File: src/rtl/aes_pkg.sv
// Shared definitions for the byte-serial AES-128 core: state encoding,
// phase limits, round-constant seed and the GF(2^8) xtime helper.
package aes_pkg;

  localparam logic [1:0] ST_IDLE  = 2'd0;
  localparam logic [1:0] ST_LOAD  = 2'd1;
  localparam logic [1:0] ST_ROUND = 2'd2;
  localparam logic [1:0] ST_OUT   = 2'd3;

  typedef enum logic [1:0] {
    IDLE  = ST_IDLE,
    LOAD  = ST_LOAD,
    ROUND = ST_ROUND,
    OUT   = ST_OUT
  } aes_state_t;

  localparam logic [3:0] LAST_BYTE  = 4'd15;
  localparam logic [3:0] LAST_ROUND = 4'd10;
  localparam logic [7:0] RCON_INIT  = 8'h01;

  // Multiply by x in GF(2^8) modulo the AES polynomial.
  function automatic logic [7:0] xtime(input logic [7:0] b);
    return {b[6:0], 1'b0} ^ (b[7] ? 8'h1b : 8'h00);
  endfunction

endpackage

File: src/rtl/aes_rcon_gen.sv
// Round-constant register: reloads the seed on init, steps by xtime on advance.
module aes_rcon_gen
  import aes_pkg::*;
(
  input  logic       ClkxCI,
  input  logic       RstxRI,
  input  logic       InitxSI,
  input  logic       AdvxSI,
  output logic [7:0] RconxDO
);

  logic [7:0] rconxDP;

  always_ff @(posedge ClkxCI) begin
    if (RstxRI || InitxSI) rconxDP <= RCON_INIT;
    else if (AdvxSI)       rconxDP <= xtime(rconxDP);
  end

  assign RconxDO = rconxDP;

endmodule

File: src/rtl/aes_ctrl.sv
// Round/byte scheduler for the byte-serial AES-128 datapath: 16 load cycles,
// ten 16-cycle rounds and 16 output cycles per block, all outputs Moore decodes.
module aes_ctrl
  import aes_pkg::*;
(
  input  logic       ClkxCI,
  input  logic       RstxRI,
  input  logic       StartxSI,
  output logic       BusyxSO,
  output logic       SelPlainxSO,
  output logic       DinReqxSO,
  output logic       ShiftRowsxSO,
  output logic       MixColumnsxSO,
  output logic       KeyEnxSO,
  output logic       KeyRoundxSO,
  output logic [7:0] RconxDO,
  output logic [3:0] RoundxDO,
  output logic [3:0] ByteCntxDO,
  output logic       DoutValidxSO,
  output logic       DonexSO
);

  aes_state_t statexDP, statexDN;
  logic [3:0] byteCntxDP, byteCntxDN;
  logic [3:0] roundxDP, roundxDN;
  logic       rconInit, rconAdv;
  logic       lastByte;

  assign lastByte = (byteCntxDP == LAST_BYTE);

  always_ff @(posedge ClkxCI) begin
    if (RstxRI) begin
      statexDP   <= IDLE;
      byteCntxDP <= '0;
      roundxDP   <= '0;
    end else begin
      statexDP   <= statexDN;
      byteCntxDP <= byteCntxDN;
      roundxDP   <= roundxDN;
    end
  end

  always_comb begin
    statexDN      = statexDP;
    byteCntxDN    = byteCntxDP + 4'd1;
    roundxDN      = roundxDP;
    rconInit      = 1'b0;
    rconAdv       = 1'b0;
    BusyxSO       = 1'b0;
    SelPlainxSO   = 1'b0;
    DinReqxSO     = 1'b0;
    ShiftRowsxSO  = 1'b0;
    MixColumnsxSO = 1'b0;
    KeyEnxSO      = 1'b0;
    KeyRoundxSO   = 1'b0;
    DoutValidxSO  = 1'b0;
    DonexSO       = 1'b0;
    case (statexDP)
      IDLE: begin
        byteCntxDN = '0;
        roundxDN   = '0;
        rconInit   = 1'b1;
        if (StartxSI) statexDN = LOAD;
      end
      LOAD: begin
        BusyxSO     = 1'b1;
        SelPlainxSO = 1'b1;
        DinReqxSO   = 1'b1;
        KeyEnxSO    = 1'b1;
        if (lastByte) begin
          KeyRoundxSO = 1'b1;
          roundxDN    = 4'd1;
          statexDN    = ROUND;
        end
      end
      ROUND: begin
        BusyxSO  = 1'b1;
        KeyEnxSO = 1'b1;
        // Round 1 has no MixColumns slot: the loaded state is mixed only from round 2 on.
        if (lastByte) ShiftRowsxSO = 1'b1;
        else if (byteCntxDP[1:0] == 2'b00 && roundxDP >= 4'd2) MixColumnsxSO = 1'b1;
        if (lastByte) begin
          if (roundxDP == LAST_ROUND) begin
            statexDN = OUT;
          end else begin
            KeyRoundxSO = 1'b1;
            roundxDN    = roundxDP + 4'd1;
            rconAdv     = 1'b1;
          end
        end
      end
      OUT: begin
        BusyxSO      = 1'b1;
        KeyEnxSO     = 1'b1;
        DoutValidxSO = 1'b1;
        // Clear round and Rcon on exit so the first IDLE cycle already shows reset values.
        if (lastByte) begin
          DonexSO  = 1'b1;
          roundxDN = '0;
          rconInit = 1'b1;
          statexDN = IDLE;
        end
      end
      default: begin
        statexDN   = IDLE;
        byteCntxDN = '0;
        roundxDN   = '0;
        rconInit   = 1'b1;
      end
    endcase
  end

  aes_rcon_gen u_rcon (
    .ClkxCI (ClkxCI),
    .RstxRI (RstxRI),
    .InitxSI(rconInit),
    .AdvxSI (rconAdv),
    .RconxDO(RconxDO)
  );

  assign RoundxDO   = roundxDP;
  assign ByteCntxDO = byteCntxDP;

endmodule

File: config.mk
export PLATFORM = sky130hd
export DESIGN_NAME = aes_ctrl
export DESIGN_NICKNAME = d
export VERILOG_FILES = /design/src/rtl/aes_pkg.sv /design/src/rtl/aes_rcon_gen.sv /design/src/rtl/aes_ctrl.sv
export SDC_FILE = /design/constraint.sdc
export NUM_CORES = 1
export LEC_CHECK = 0
export CORE_MARGIN = 3
export CORE_UTILIZATION = 25
export DETAILED_ROUTE_END_ITERATION = 8
export DONT_BUFFER_PORTS = 1
export GPL_ROUTABILITY_DRIVEN = 0
export PLACE_DENSITY = 0.48
export RECOVER_POWER = 50
export SYNTH_ARGS = -nofsm -noshare
export SYNTH_HDL_FRONTEND = slang
export SYNTH_SLANG_ARGS = --single-unit
File: constraint.sdc
create_clock -name ClkxCI -period 3.9 [get_ports ClkxCI]
set_clock_uncertainty 0.2 [all_clocks]
set_input_delay 0.39 -clock ClkxCI [delete_from_list [all_inputs] [get_ports ClkxCI]]
set_output_delay 0.39 -clock ClkxCI [all_outputs]
set_load 0.05 [all_outputs]
==> flow_summary_export.csv, run 1 <==
group,metric,value,unit
sta,fin_crit,2.842,ns
route,routedWlPerCell,14.01,um
worst_setup_path,crit_path_start,"statexDP[1]",
worst_setup_path,crit_arrival,2.25,ns
yosys,syn_area,992.2,um2
route,via_per_inst,4.713,
worst_setup_path,criticalPathCategory,"reg2out",
floorplan,coreArea,3744,um2
floorplan,ioPinCount,28,
layout,ff_latch_area,360.3,um2
worst_setup_path,cp-start-kind,"register",
power_and_ir_drop,ir_drop,0.0002326,V
power_and_ir_drop,leakagePower,0.0003885,uW
layout,post-route-util,0.2888,
min_path,min_from,"RstxRI",
worst_setup_path,r2r_setup_slack,1.20,ns
route,vias,754,
route,wl_met3,127,um
route,totalWireLength,2241,um
sta,slew_headroom,0.1212,
route,highest_layer,"met4",
global_routing,grt_pass1_wl,3615,um
floorplan,die_h,69,um
global_routing,track_usage,0.09517,
place,dp_hpwl,1661,um
floorplan,initial_core_util,0.2650,
sta,fin_setup_tns,0,ns
worst_setup_path,crit_required,3.31,ns
clocking,cts_buffer_depth,2,
clocking,numClockSinks,18,
clocking,cts-htree-levels,1,
sta,hold_violations,0,
place,io_buffer_count,0,
yosys,yosysWarnings,0,
sta,fmax,0.3519,GHz
place,postPlaceCellArea,1023,um2
global_routing,first_global_vias,727,
route,wl_met2,1051,um
sta,rsz0062_at_grt,"false",
layout,final_nets,126,
yosys,syn_avg_cell_area,8.939,um2
worst_setup_path,cp-endpoint,"KeyRoundxSO",
worst_setup_path,path_max_fanout,5,
worst_setup_path,worst_r2r_startpoint,"RoundxDO[0]",
sta,setup-violations-final,0,
floorplan,die_area,4761,um2
clocking,clock-root-buffer,"clkbuf_8",
yosys,synth_cell_types,33,
floorplan,dieWidth,69,um
sta,finalMaxSlewViolations,0,
layout,layout-drive-gt1-share,0.1071,
floorplan,placement_rows,22,
clocking,clk_latency,0.25,ns
sta,worst_slew_pin_slew,1.318,ns
clocking,cts_tree,"done",
global_routing,grt_overflow,0,
min_path,hold_class,"in2reg",
clocking,post_cts_buffers,0,
worst_setup_path,ff2ff_path_depth,6,
route,drtIter0Drc,17,
clocking,cts_made_buffers,3,
route,drc,0,
yosys,syn_inst,111,
global_routing,antenna_found_initial,0,
layout,areaGrowthSynthToFinish,8.954,%
outcome,status,"finished, final reports clean",
layout,design_area,1081,um2
job,cap_violations,0,
yosys,ys_seq_area_frac,0.3632,
sta,post-route-period-util,0.7286,
clocking,clk_pin_slew_worst_paths,0.07,ns
power_and_ir_drop,p_per_area,642.7,nW/um2
layout,multi_input_area,554.3,um2
global_routing,grt_max_degree,12,
worst_setup_path,r2r_end,"u_rcon.RconxDO[0]",
yosys,syn_nets,123,
route,final_antenna_net_count,0,
layout,n_antenna_cell,0,
worst_setup_path,end_kind,"primary output",
route,dr.pass1.iters,4,
yosys,ys_ff_latch,18,
route,met1_length,1027,um
layout,fillers,403,
[power by group]
part	switching, uW	total, uW	internal (uW)
sequential	45.7	247	201
clock	60.3	129	68.6
combinational	232	319	87.2
[how the worst min path moves through the flow]
stage,end,slack (ns),cells after the start
after detailed placement,ByteCntxDO[0],0.27,1
after global placement,ByteCntxDO[0],0.26,1
after global routing,ByteCntxDO[2],0.002,1
after CTS,ByteCntxDO[3],0.0005,1
final,ByteCntxDO[2],0.008,1
after floorplan,statexDP[0],0.32,2
[state kept, by name, indices dropped and copies added, names as in the netlist]
| register | cells |
|---|---|
| u_rcon.RconxDO | 8 |
| ByteCntxDO | 4 |
| RoundxDO | 4 |
| statexDP | 2 |
[cell usage after synthesis (all sizes together)]
library cell,instances,area share
and3b,1,0.0088
o22ai,1,0.0063
and2,1,0.0063
nand3b,1,0.0076
ha,9,0.11
dfxtp,18,0.36
o32ai,1,0.0088
xnor2,4,0.035
nor4,1,0.0063
nand3,2,0.010
nor2,12,0.050
a221o,1,0.010
nor2b,2,0.013
nor3,5,0.030
nand2,10,0.038
mux2,1,0.015
a21oi,6,0.030
nor3b,1,0.0076
clkbuf,1,0.0038
mux2i,4,0.040
inv,9,0.034
nand4,1,0.0063
or2,1,0.0063
o31ai,2,0.015
xor2,1,0.0088
o21ai,4,0.020
buf,5,0.045
and3,1,0.0063
a211oi,5,0.053
[final cells by class]
cell class / count / area share
clock buffers: 3 / 0.03819
flip-flops and latches: 18 / 0.3333
multi-input cells: 78 / 0.5127
inverters: 9 / 0.03125
well taps: 48 / 0.05556
repair buffers: 4 / 0.02894
[what timing repair did]
item | 4_1_cts | 5_1_grt
hold endpoints to repair | 3 | 1
gates resized for setup | 0 | 0
hold buffers | 1 | 1
[layout by cell type (no fill, tap or decap), types with 2 or more instances in the layout]
cell           netlist  routed
o21ai_0              4       4
nor2_1              10      10
nand3_1              2       2
nor2b_1              2       2
nor3_2               1       2
ha_1                 9       9
dfxtp_1             18      18
a21oi_1              6       6
nor3_1               4       3
a211oi_1             2       2
nand2_1             10      10
mux2i_1              4       4
nor2_2               2       2
xnor2_1              4       4
a211oi_2             3       3
dlygate4sd3_1        0       2
clkbuf_8             0       3
o31ai_1              2       2
inv_1                9       9
[per-layer routing]
metal / track usage / vias up
met5: 0 / -
met3: 0.02332 / 4
met2: 0.1494 / 26
li1: - / 386
met1: 0.1169 / 338
met4: 0.05640 / 0
[per-stage QoR]
step | worst slack [ns] | cells | total power [uW] | hold WS [ns]
after floorplan | 1.135 | 111 | 545.2 | 0.3196
after global placement | 1.313 | 155 | 571.8 | 0.2642
after detailed placement | 1.221 | 155 | 574.8 | 0.2662
after CTS | 1.191 | 159 | 708.8 | 0.0004809
after global routing | 0.8891 | 160 | 745.4 | 0.001519
final | 1.059 | 160 | 694.8 | 0.007602
[critical path, cell delays in order (launching register included)]
cell	delay, ns
dfxtp_1	0.33
inv_1	0.12
ha_1	0.15
clkbuf_1	0.96
a21oi_1	0.07
nor2_1	0.16
buf_4	0.21
[cell families after synthesis]
group                    Yosys count  synth area share
AND/OR/NAND/NOR                   39            0.1968
AO/OA/AOI/OAI                     20            0.1438
flip-flops                        18            0.3632
buffers and inverters             15           0.08322
adder cells (fa/ha/maj)            9            0.1135
XOR/XNOR                           5           0.04413
multiplexers                       5           0.05548
Power figures use the tool's default switching activity.
==> run 2: changes to the inputs <==
--- a/config.mk
+++ b/config.mk
@@ -10,7 +10,7 @@
 export DETAILED_ROUTE_END_ITERATION = 8
 export DONT_BUFFER_PORTS = 1
 export GPL_ROUTABILITY_DRIVEN = 0
-export PLACE_DENSITY = 0.48
+export PLACE_DENSITY = 0.5
 export RECOVER_POWER = 50
 export SYNTH_ARGS = -nofsm -noshare
 export SYNTH_HDL_FRONTEND = slang
==> constraint.sdc (replaced) <==
create_clock -name ClkxCI -period 2.4 [get_ports ClkxCI]
set_clock_uncertainty 0.2 [all_clocks]
set_input_delay 0.24 -clock ClkxCI [delete_from_list [all_inputs] [get_ports ClkxCI]]
set_output_delay 0.24 -clock ClkxCI [all_outputs]
set_load 0.05 [all_outputs]
==> run 2 against run 1 <==
Net effect:
- critical path depth unchanged
- final cell count increased by 8.8%
- die area unchanged
- largest power group unchanged
==> flow_summary_export.csv, run 2 (synthesized netlist as in run 1, its figures left out) <==
group,metric,value,unit
layout,multi_input_area,554.3,um2
min_path,hold_class,"in2reg",
worst_setup_path,path_max_fanout,4,
clocking,cts_tree,"done",
sta,hold_violations,0,
clocking,cts_made_buffers,3,
floorplan,initial_core_util,0.2650,
route,dr.pass1.iters,4,
layout,largest_register_ff_count,8,
sta,worst_slew_pin_slew,0.7704,ns
layout,final_nets,139,
clocking,post_cts_buffers,0,
place,postPlaceCellArea,1129,um2
worst_setup_path,crit_arrival,1.80,ns
power_and_ir_drop,leakagePower,0.0004331,uW
job,cap_violations,0,
global_routing,grt_overflow,0,
route,vias,812,
worst_setup_path,crit_required,1.96,ns
clocking,cts_resized,0,
layout,final_cell_mix,"18 x dfxtp_1, 10 x nand2_1, 10 x nor2_1",
power_and_ir_drop,p_per_area,1034,nW/um2
place,io_buffer_count,0,
layout,layout-drive-gt1-share,0.1508,
place,dp_cells,169,
clocking,clk_pin_slew_worst_paths,0.06,ns
place,dp_hpwl,1781,um
layout,design_area,1160,um2
layout,areaGrowthSynthToFinish,16.90,%
layout,post-route-util,0.3098,
global_routing,first_global_vias,838,
worst_setup_path,end_kind,"primary output",
clocking,numClockSinks,18,
sta,slew_headroom,0.4864,
sta,finalMaxSlewViolations,0,
clocking,ctsHoldBuffers,1,
global_routing,grt_max_degree,12,
floorplan,dieWidth,69,um
sta,fmax,0.4468,GHz
floorplan,die_area,4761,um2
route,via_per_inst,4.667,
outcome,status,"finished, final reports clean",
floorplan,placement_rows,22,
sta,fin_crit,2.238,ns
route,final_antenna_net_count,0,
sta,fin_setup_tns,0,ns
floorplan,die_h,69,um
route,drtIter0Drc,41,
global_routing,grt_pass1_wl,3912,um
worst_setup_path,criticalPathCategory,"reg2out",
worst_setup_path,r2r_setup_slack,0.31,ns
sta,rsz0062_at_grt,"false",
sta,post-route-period-util,0.9326,
clocking,cts_buffer_depth,2,
power_and_ir_drop,ir_drop,0.0004032,V
route,drc,0,
clocking,cts-htree-levels,1,
floorplan,ioPinCount,28,
layout,ff_latch_area,360.3,um2
route,totalWireLength,2191,um
global_routing,track_usage,0.09894,
layout,final_common_cell,"dfxtp_1",
layout,instances_no_fill,174,
clocking,clk_latency,0.25,ns
layout,fillers,428,
sta,setup-violations-final,0,
global_routing,antenna_found_initial,0,
worst_setup_path,cp-start-kind,"register",
route,routedWlPerCell,12.59,um
layout,n_antenna_cell,0,
floorplan,coreArea,3744,um2
sta,final.setup.worst_slack,0.1618,ns
clocking,clock-root-buffer,"clkbuf_8",
place,dp_slack,0.3301,ns
[run 2: worst paths after layout]
| kind | from | depth (start not counted) | end |
|---|---|---|---|
| worst max register to register | statexDP[0] | 7 | u_rcon.RconxDO[0] |
| worst min register to register | RoundxDO[2] | 2 | RoundxDO[2] |
| worst max-delay path | ByteCntxDO[0] | 6 | MixColumnsxSO |
| worst min-delay path | RstxRI | 2 | statexDP[1] |
[run 2: per-stage QoR]
stage / hold WS [ns] / total power (uW)
CTS: 0.02990 / 1224
detailed placement: 0.1177 / 971.8
floorplan: 0.3196 / 887.1
global placement: 0.1139 / 969.9
finish: 0.03441 / 1199
global route: 0.04979 / 1284
[run 2: area by class of cell]
class,instances,area share
Sequential cell,18,0.3107
Clock buffer,4,0.04747
Timing Repair Buffer,17,0.08306
Inverter,9,0.02913
Tap cell,48,0.05178
Multi-Input combinational cell,78,0.4779
[run 2: critical path, cell delays in order, from the launching register on]
cell and delay [ns]:
dfxtp_1 0.33, clkbuf_1 0.54, inv_1 0.10, ha_1 0.24, nand2_1 0.09, nor3_2 0.05, buf_4 0.20
[run 2: where the power goes]
| part | switching, uW | leakage, uW | internal, uW |
|---|---|---|---|
| sequential | 17.1 | 0.000146 | 327 |
| clock | 97.1 | 0.0000288 | 146 |
| combinational | 443 | 0.000259 | 170 |
[run 2: layer usage]
| metal | vias up | track usage | share of wire |
|---|---|---|---|
| met5 | - | 0 | 0 |
| li1 | 408 | - | - |
| met4 | 0 | 0.03471 | 0.012 |
| met3 | 2 | 0.03936 | 0.078 |
| met2 | 26 | 0.1674 | 0.48 |
| met1 | 376 | 0.1120 | 0.43 |
